$ cat src/rtl/bus_select_ctrl.sv
// ----------------------------------------------------------------------------
// bus_select_ctrl
// Chip-select / wait-state controller for a multiplexed 20-bit address bus.
// Latches {A, AD} on ALE, decodes the address against NUM_REGIONS
// base/mask/space windows (lowest index wins), drives one registered
// active-low chip select, and stretches the cycle with READY=0 for the
// region's wait-state count, counting only while a strobe is active.
//
// Ports:
//   CLK      in   1            system clock, rising edge
//   RESET    in   1            synchronous active-high reset
//   ALE      in   1            address latch enable
//   IOM      in   1            cycle type, 1 = I/O, 0 = memory
//   RD       in   1            read strobe, active low
//   WR       in   1            write strobe, active low
//   AD       in   8            multiplexed low address byte
//   A        in   12           address bits 19:8
//   Address  out  20           latched bus address
//   CS       out  NUM_REGIONS  registered chip selects, active low
//   READY    out  1            0 = insert wait state
//   BUS_ERR  out  1            one-cycle error pulse
//
// Optional feature macro: BUS_TIMEOUT_EN
//   Defined   : bus-timeout monitor; BUS_ERR pulses on timeout or decode miss.
//   Undefined : BUS_ERR tied to 0, no timeout counter.
// ----------------------------------------------------------------------------
module bus_select_ctrl #(
   parameter int unsigned               NUM_REGIONS = 4,
   parameter logic [NUM_REGIONS*20-1:0] REGION_BASE = {20'h01C00, 20'h0FF00, 20'h00000, 20'h80000},
   parameter logic [NUM_REGIONS*20-1:0] REGION_MASK = {20'h0FE00, 20'h0FFF0, 20'h80000, 20'h80000},
   parameter logic [NUM_REGIONS-1:0]    REGION_IO   = 4'b1100,
   parameter logic [NUM_REGIONS*4-1:0]  REGION_WS   = {4'd3, 4'd2, 4'd0, 4'd1},
   parameter int unsigned               TIMEOUT     = 64
) (
   input  logic                   CLK,
   input  logic                   RESET,
   input  logic                   ALE,
   input  logic                   IOM,
   input  logic                   RD,
   input  logic                   WR,
   input  logic [7:0]             AD,
   input  logic [11:0]            A,
   output logic [19:0]            Address,
   output logic [NUM_REGIONS-1:0] CS,
   output logic                   READY,
   output logic                   BUS_ERR
);

   localparam int unsigned ADDR_W = 20;
   localparam int unsigned WS_W   = 4;

   typedef enum logic [1:0] {
      S_IDLE   = 2'd0,
      S_DECODE = 2'd1,
      S_WAIT   = 2'd2,
      S_DONE   = 2'd3
   } state_t;

   state_t                 r_state;
   state_t                 w_next_state;

   logic [ADDR_W-1:0]      r_addr;
   logic [ADDR_W-1:0]      w_addr_next;
   logic                   r_iom;
   logic                   w_iom_next;
   logic [NUM_REGIONS-1:0] r_cs;
   logic [NUM_REGIONS-1:0] w_cs_next;
   logic [WS_W-1:0]        r_wait_cnt;
   logic [WS_W-1:0]        w_wait_next;
   logic                   r_ready;
   logic                   w_ready_next;

   logic                   w_hit;
   logic [NUM_REGIONS-1:0] w_hit_sel;
   logic [WS_W-1:0]        w_hit_ws;
   logic                   w_strobe;

`ifdef BUS_TIMEOUT_EN
   localparam int unsigned TO_W = (TIMEOUT > 1) ? $clog2(TIMEOUT) : 1;

   logic [TO_W-1:0]        r_to_cnt;
   logic                   r_bus_err;
   logic                   w_bus_err_next;
   logic                   w_timeout;

   // Timeout fires on the edge closing cycle TIMEOUT-1 counted from DECODE.
   assign w_timeout = (r_state != S_IDLE) && (r_to_cnt == TO_W'(TIMEOUT - 1));
`endif

   // Simultaneous RD/WR counts as one active strobe.
   assign w_strobe = ~RD | ~WR;

   // Region decode on the latched address; descending scan so the lowest index wins.
   always_comb begin
      w_hit     = 1'b0;
      w_hit_sel = '0;
      w_hit_ws  = '0;
      for (int i = NUM_REGIONS - 1; i >= 0; i--) begin
         if (((r_addr & REGION_MASK[i*ADDR_W +: ADDR_W]) ==
              (REGION_BASE[i*ADDR_W +: ADDR_W] & REGION_MASK[i*ADDR_W +: ADDR_W])) &&
             (r_iom == REGION_IO[i])) begin
            w_hit        = 1'b1;
            w_hit_sel    = '0;
            w_hit_sel[i] = 1'b1;
            w_hit_ws     = REGION_WS[i*WS_W +: WS_W];
         end
      end
   end

   // State register.
   always_ff @(posedge CLK) begin
      if (RESET) begin
         r_state <= S_IDLE;
      end else begin
         r_state <= w_next_state;
      end
   end

   // Next-state logic.
   always_comb begin
      w_next_state = r_state;
      case (r_state)
         S_IDLE: begin
            if (ALE) w_next_state = S_DECODE;
         end
         S_DECODE: begin
            w_next_state = (w_hit && (w_hit_ws != '0)) ? S_WAIT : S_DONE;
         end
         S_WAIT: begin
            if (w_strobe && (r_wait_cnt == WS_W'(1))) w_next_state = S_DONE;
         end
         S_DONE: begin
            if (ALE)            w_next_state = S_DECODE;
            else if (RD && WR)  w_next_state = S_IDLE;
         end
         default: w_next_state = S_IDLE;
      endcase
`ifdef BUS_TIMEOUT_EN
      if (w_timeout) w_next_state = S_IDLE;
`endif
   end

   // Next values for the registered outputs and datapath.
   always_comb begin
      w_addr_next = r_addr;
      w_iom_next  = r_iom;
      w_cs_next   = r_cs;
      w_wait_next = r_wait_cnt;
`ifdef BUS_TIMEOUT_EN
      w_bus_err_next = 1'b0;
`endif
      case (r_state)
         S_IDLE: begin
            if (ALE) begin
               w_addr_next = {A, AD};
               w_iom_next  = IOM;
            end
         end
         S_DECODE: begin
            // w_hit_sel is all zero on a miss, leaving every CS deasserted.
            w_cs_next   = ~w_hit_sel;
            w_wait_next = w_hit ? w_hit_ws : '0;
`ifdef BUS_TIMEOUT_EN
            w_bus_err_next = ~w_hit;
`endif
         end
         S_WAIT: begin
            if (w_strobe) w_wait_next = r_wait_cnt - WS_W'(1);
         end
         S_DONE: begin
            if (ALE) begin
               w_addr_next = {A, AD};
               w_iom_next  = IOM;
               w_cs_next   = '1;
            end else if (RD && WR) begin
               w_cs_next   = '1;
            end
         end
         default: ;
      endcase
`ifdef BUS_TIMEOUT_EN
      if (w_timeout) begin
         w_cs_next      = '1;
         w_wait_next    = '0;
         w_bus_err_next = 1'b1;
      end
`endif
      // READY low exactly while the machine sits in WAIT.
      w_ready_next = (w_next_state != S_WAIT);
   end

   // Datapath and output registers.
   always_ff @(posedge CLK) begin
      if (RESET) begin
         r_addr     <= '0;
         r_iom      <= 1'b0;
         r_cs       <= '1;
         r_wait_cnt <= '0;
         r_ready    <= 1'b1;
      end else begin
         r_addr     <= w_addr_next;
         r_iom      <= w_iom_next;
         r_cs       <= w_cs_next;
         r_wait_cnt <= w_wait_next;
         r_ready    <= w_ready_next;
      end
   end

`ifdef BUS_TIMEOUT_EN
   // Cycle counter restarted on every entry to DECODE, cleared in IDLE.
   always_ff @(posedge CLK) begin
      if (RESET) begin
         r_to_cnt  <= '0;
         r_bus_err <= 1'b0;
      end else begin
         r_bus_err <= w_bus_err_next;
         if ((w_next_state == S_DECODE) || (w_next_state == S_IDLE)) begin
            r_to_cnt <= '0;
         end else begin
            r_to_cnt <= r_to_cnt + TO_W'(1);
         end
      end
   end

   assign BUS_ERR = r_bus_err;
`else
   assign BUS_ERR = 1'b0;
`endif

   assign Address = r_addr;
   assign CS      = r_cs;
   assign READY   = r_ready;

endmodule

$ cat config.mk
export PLATFORM = sky130hd
export DESIGN_NAME = bus_select_ctrl
export DESIGN_NICKNAME = d
export VERILOG_FILES = /design/src/rtl/bus_select_ctrl.sv
export SDC_FILE = /design/constraint.sdc
export NUM_CORES = 1
export LEC_CHECK = 0
export CORE_ASPECT_RATIO = 0.75
export CORE_MARGIN = 2
export CORE_UTILIZATION = 44
export CTS_CLUSTER_DIAMETER = 60
export DETAILED_ROUTE_END_ITERATION = 8
export DONT_BUFFER_PORTS = 1
export PLACE_DENSITY = 0.61
export SLEW_MARGIN = 20
export SYNTH_ARGS = -nofsm -noshare
export SYNTH_HDL_FRONTEND = slang
export SYNTH_SLANG_ARGS = --single-unit
$ cat constraint.sdc
create_clock -name CLK -period 2.64 [get_ports CLK]
set_clock_uncertainty 0.2 [all_clocks]
set_input_delay 0.792 -clock CLK [delete_from_list [all_inputs] [get_ports CLK]]
set_output_delay 0.792 -clock CLK [all_outputs]
set_load 0.02 [all_outputs]
; After elaboration in Yosys (flattened, before gate mapping)
; Cells that the tools add are included.
[word_totals]
out_inout_bits = 26
reg_bits = 32
wordCells = 61
[op_classes]
muxes = 24
eq_ne = 9
add_sub_neg = 1
bitwise_logic = 5
n_reduce_logical = 16
[ops]
columns = cell, n
row1 = $mux 4, 9
row2 = $logic_not 20->1, 1
row3 = $pmux 4 s2, 2
row4 = $mux 2, 7
row5 = $eq 12x12->1 const B, 1
row6 = $pmux 2 s4, 1
row7 = $eq 7x4->1 const B, 1
row8 = $logic_and 1x1->1, 7
row9 = $reduce_and 2->1, 3
row10 = $mux 1, 5
row11 = $eq 2x2->1 const B, 2
row12 = $eq 4x1->1 const B, 1
row13 = $ne 2x2->1 const B, 2
row14 = $not 4->4, 1
row15 = $reduce_bool 2->1, 2
row16 = $reduce_bool 4->1, 1
row17 = $sub 4x1->4 const B, 1
row18 = $ne 3x3->1 const B, 1
row19 = $not 1->1, 3
row20 = $eq 2x1->1 const B, 1
row21 = $logic_not 2->1, 1
row22 = $reduce_or 2->1, 1
row23 = $or 1x1->1, 1

; Logic depth before layout (Yosys ltp)
[depth]
depth_word = 11
mapped_depth = 7
mapped_depth_nobuf = 6

; Worst setup path before layout
; OpenSTA, ideal clock, no wires.
[synth_path]
kind = input-to-reg
from = in RD
to = reg r_wait_cnt[3]
required_time_ps = 2370
slack_ps = 668
arrival_ps = 1702
setup_time_ps = 70
path_stages = 4
cell_sequence = a21bo_1 -> or4_1 -> or2_0 -> a21oi_1
[synth_via]
elab_chain_len = 4
[synth_rtl]
columns = item, line_no
row1 = start: declaration, 39  ; input logic RD,
row2 = $not 1->1, 91  ; assign w_strobe = ~RD | ~WR;
row3 = $or 1x1->1, 91
row4 = $ne 2x2->1 (no line), -
row5 = $reduce_and 2->1 (no line), -
row6 = end signal: assignment, 204  ; r_wait_cnt <= w_wait_next;
row7 = end: declaration, 68  ; logic [WS_W-1:0] r_wait_cnt;
; Every way passes these cells.
; A chain may end at the register's enable or synchronous reset.

; Worst setup path in the final report
[layout_path]
from = reg r_state[0]
to = reg r_wait_cnt[3]
[layout_via]
elab_chain_len = 3
word_cells_on_any_way = 6
classes_between = eq/ne: 3 / mux: 1 / reduce/logical: 2
[layout_rtl]
columns = item, line_no
row1 = start: declaration, 59  ; state_t r_state;
row2 = start signal: assignment, 115  ; r_state <= w_next_state;
row3 = $eq 2x2->1 / $eq 2x1->1 (equally long branches), 152  ; case (r_state)
row4 = $ne 2x2->1 (no line) / $reduce_bool 2->1 (equally long branches), -
row5 = $reduce_and 2->1 (no line), -
; Several ways; a longest one is shown, not always the timed one.

==> impl_metrics.json <==
{
  "post_cts_buffers": 0,
  "overflow": 0,
  "synthFlopType": "dfxtp_1",
  "hold_violations": 0,
  "clock_latency_ns": 0.29,
  "die_area_mm2": 0.00367,
  "pwr-share-seq_pct": 50.7,
  "cts_buffer_depth": 2,
  "fin_area_mm2": 0.00152,
  "final_cell_mix": "46 x nand2_1, 32 x dfxtp_1, 29 x a21oi_1",
  "synth_cell_types": 34,
  "combinationalPowerShare_pct": 17.1,
  "whs_ns": 0.293,
  "cts.htree.levels": 2,
  "postPlaceCellArea_mm2": 0.00142,
  "cts-buffers-inserted": 5,
  "setup_viol": 0,
  "postRouteAntennaNets": 0,
  "p_sw_uw": 394,
  "synth-edff-count": 0,
  "io_pins": 52,
  "max_freq_ghz": 0.478,
  "syn_area_per_cell_um2": 7.98,
  "cts_hold_buf": 0,
  "vias": 1173,
  "fin_cells": 215,
  "start_util_pct": 46.9,
  "die_y_um": 52.9,
  "min_period_ns": 2.09,
  "layout_commonest_cell": "nand2_1",
  "setup_ws_ns": 0.547,
  "num_rows": 17,
  "rsz0062_at_grt": "false",
  "diodes": 0,
  "dp_hpwl_um": 2290,
  "crit_fanout": 10,
  "grt_max_degree": 32,
  "final_util_pct": 50.6,
  "path_cells": "inv_1, ha_1, a21bo_1, or4_1, or2_0, a21oi_1",
  "ys_seq_area_share_pct": 45.6,
  "required_ns": 2.66,
  "slowest_delay_ns": 0.43,
  "post-place-ws_ns": 0.576,
  "track_usage_pct": 18.3,
  "cap_violations": 0,
  "yosys_register_bits": 32,
  "power_mw": 1.22,
  "path_class": "register to register",
  "cts.clk_slew.worst_paths_ns": 0.07,
  "intPower_uw": 826,
  "drt-initial-drc-count": 52,
  "swShare_pct": 32.3,
  "cts_tree": "done",
  "n_fill_cell": 303,
  "peakVddDrop_mv": 0.438,
  "grt_pass1_wl_um": 5040,
  "p_per_area_mw_per_mm2": 805,
  "area_growth_pct": 7.92,
  "coreArea_mm2": 0.00300,
  "routed_wl_um": 3240,
  "yosys_warnings": 0,
  "slowest_stage": "or4_1",
  "grt_pass1_vias": 1111,
  "postCtsResizedCells": 0,
  "viasPerCell": 5.46,
  "placed_cells": 207,
  "clkSinkCount": 32,
  "die_x_um": 69.3,
  "io_buffers": 0,
  "crit_arrival_ns": 2.11,
  "detail_route.wl_per_cell_um": 15.1,
  "drive_gt1_share_pct": 5.65,
  "cp-end-kind": "register",
  "antenna_found_initial": 0,
  "routabilityCongestion": 0.784,
  "crit_path_start_kind": "register",
  "finalCritPeriodShare_pct": 79.3,
  "total_leakage_power_nw": 0.560,
  "setup_tns_ns": 0,
  "synthesis.nets": 208,
  "synth_cells": 176,
  "nNetsFinal": 208,
  "first_pass_iters": 4,
  "root_buffer": "clkbuf_8",
  "slew_viol_final": 0,
  "status": "completed",
  "pwr-share-clk_pct": 32.2,
  "drc": 0,
  "synthArstFlopShare_pct": 0,
  "hp-class": "register to register",
  "synth_area_mm2": 0.00141
}
-- metal layers --
metal	GRT usage (%)	part of all wire [%]	vias up
li1	-	-	595
met1	22.1	47	528
met2	28.0	43	42
met3	7.24	7.3	8
met4	10.5	2.2	0
met5	0	0	-
-- worst max-delay path: cells and delay by family (launching register included) --
kind | cells | cell delay (ns)
adders and majority gates | 1 | 0.32
and+or+nand+nor | 2 | 0.65
AOI/OAI and AO/OA | 2 | 0.41
DFF | 1 | 0.35
buffers and inverters | 1 | 0.09
-- path summary, 6_finish.rpt --
path | end | depth (start not counted) | slack, ns | start
worst max-delay path | r_wait_cnt[3] | 6 | 0.55 | r_state[0]
worst max register to register | r_wait_cnt[3] | 6 | 0.55 | r_state[0]
worst min register to register | r_iom | 2 | 0.29 | r_iom
worst min-delay path | r_iom | 2 | 0.29 | r_iom
-- state kept, by name (all words and copies together) (netlist names) --
| name | flops |
|---|---|
| Address | 20 |
| READY | 1 |
| r_wait_cnt | 4 |
| r_state | 2 |
| CS | 4 |
| r_iom | 1 |
-- layout make-up --
class	count	area [um^2]	area share, %
clock buffer	7	86.3	5.69
multi-input combinational	129	697	46.0
inverter	6	22.5	1.49
timing repair buffer	2	15.0	0.990
clock inverter	1	7.51	0.495
tap	38	47.5	3.14
sequential	32	641	42.2
-- kinds of logic after synthesis --
kind of cell / after synthesis / share of synthesized area, %
other: 1 / 0.267
buffers and inverters: 15 / 4.81
AOI/OAI and AO/OA: 48 / 19.4
and+or+nand+nor: 74 / 24.6
DFF: 32 / 45.6
adders and majority gates: 6 / 5.34
-- cells in the mapped netlist (2+ instances only) --
library cell	count	share of area (%)
nor2_1	3	0.80
a31oi_1	2	0.89
a21oi_1	29	10
dfxtp_1	32	46
ha_1	6	5.3
nand3_1	3	1.1
nand2b_1	6	2.7
o21ai_0	6	2.1
nor3_1	2	0.71
o22ai_1	3	1.3
clkbuf_1	7	1.9
nor2b_1	2	0.89
nand2_1	46	12
or4_1	3	1.6
a21bo_1	2	1.4
inv_1	6	1.6
-- power groups by stage --
| stage | Combinational, mW | Clock, mW | Sequential, mW |
|---|---|---|---|
| final | 0.209 | 0.393 | 0.619 |
| after global routing | 0.238 | 0.422 | 0.625 |
| after CTS | 0.209 | 0.401 | 0.620 |
| after detailed placement | 0.207 | 0 | 0.631 |
| after global placement | 0.200 | 0 | 0.628 |
| after floorplan | 0.174 | 0 | 0.617 |
Power figures use the tool's default switching activity.
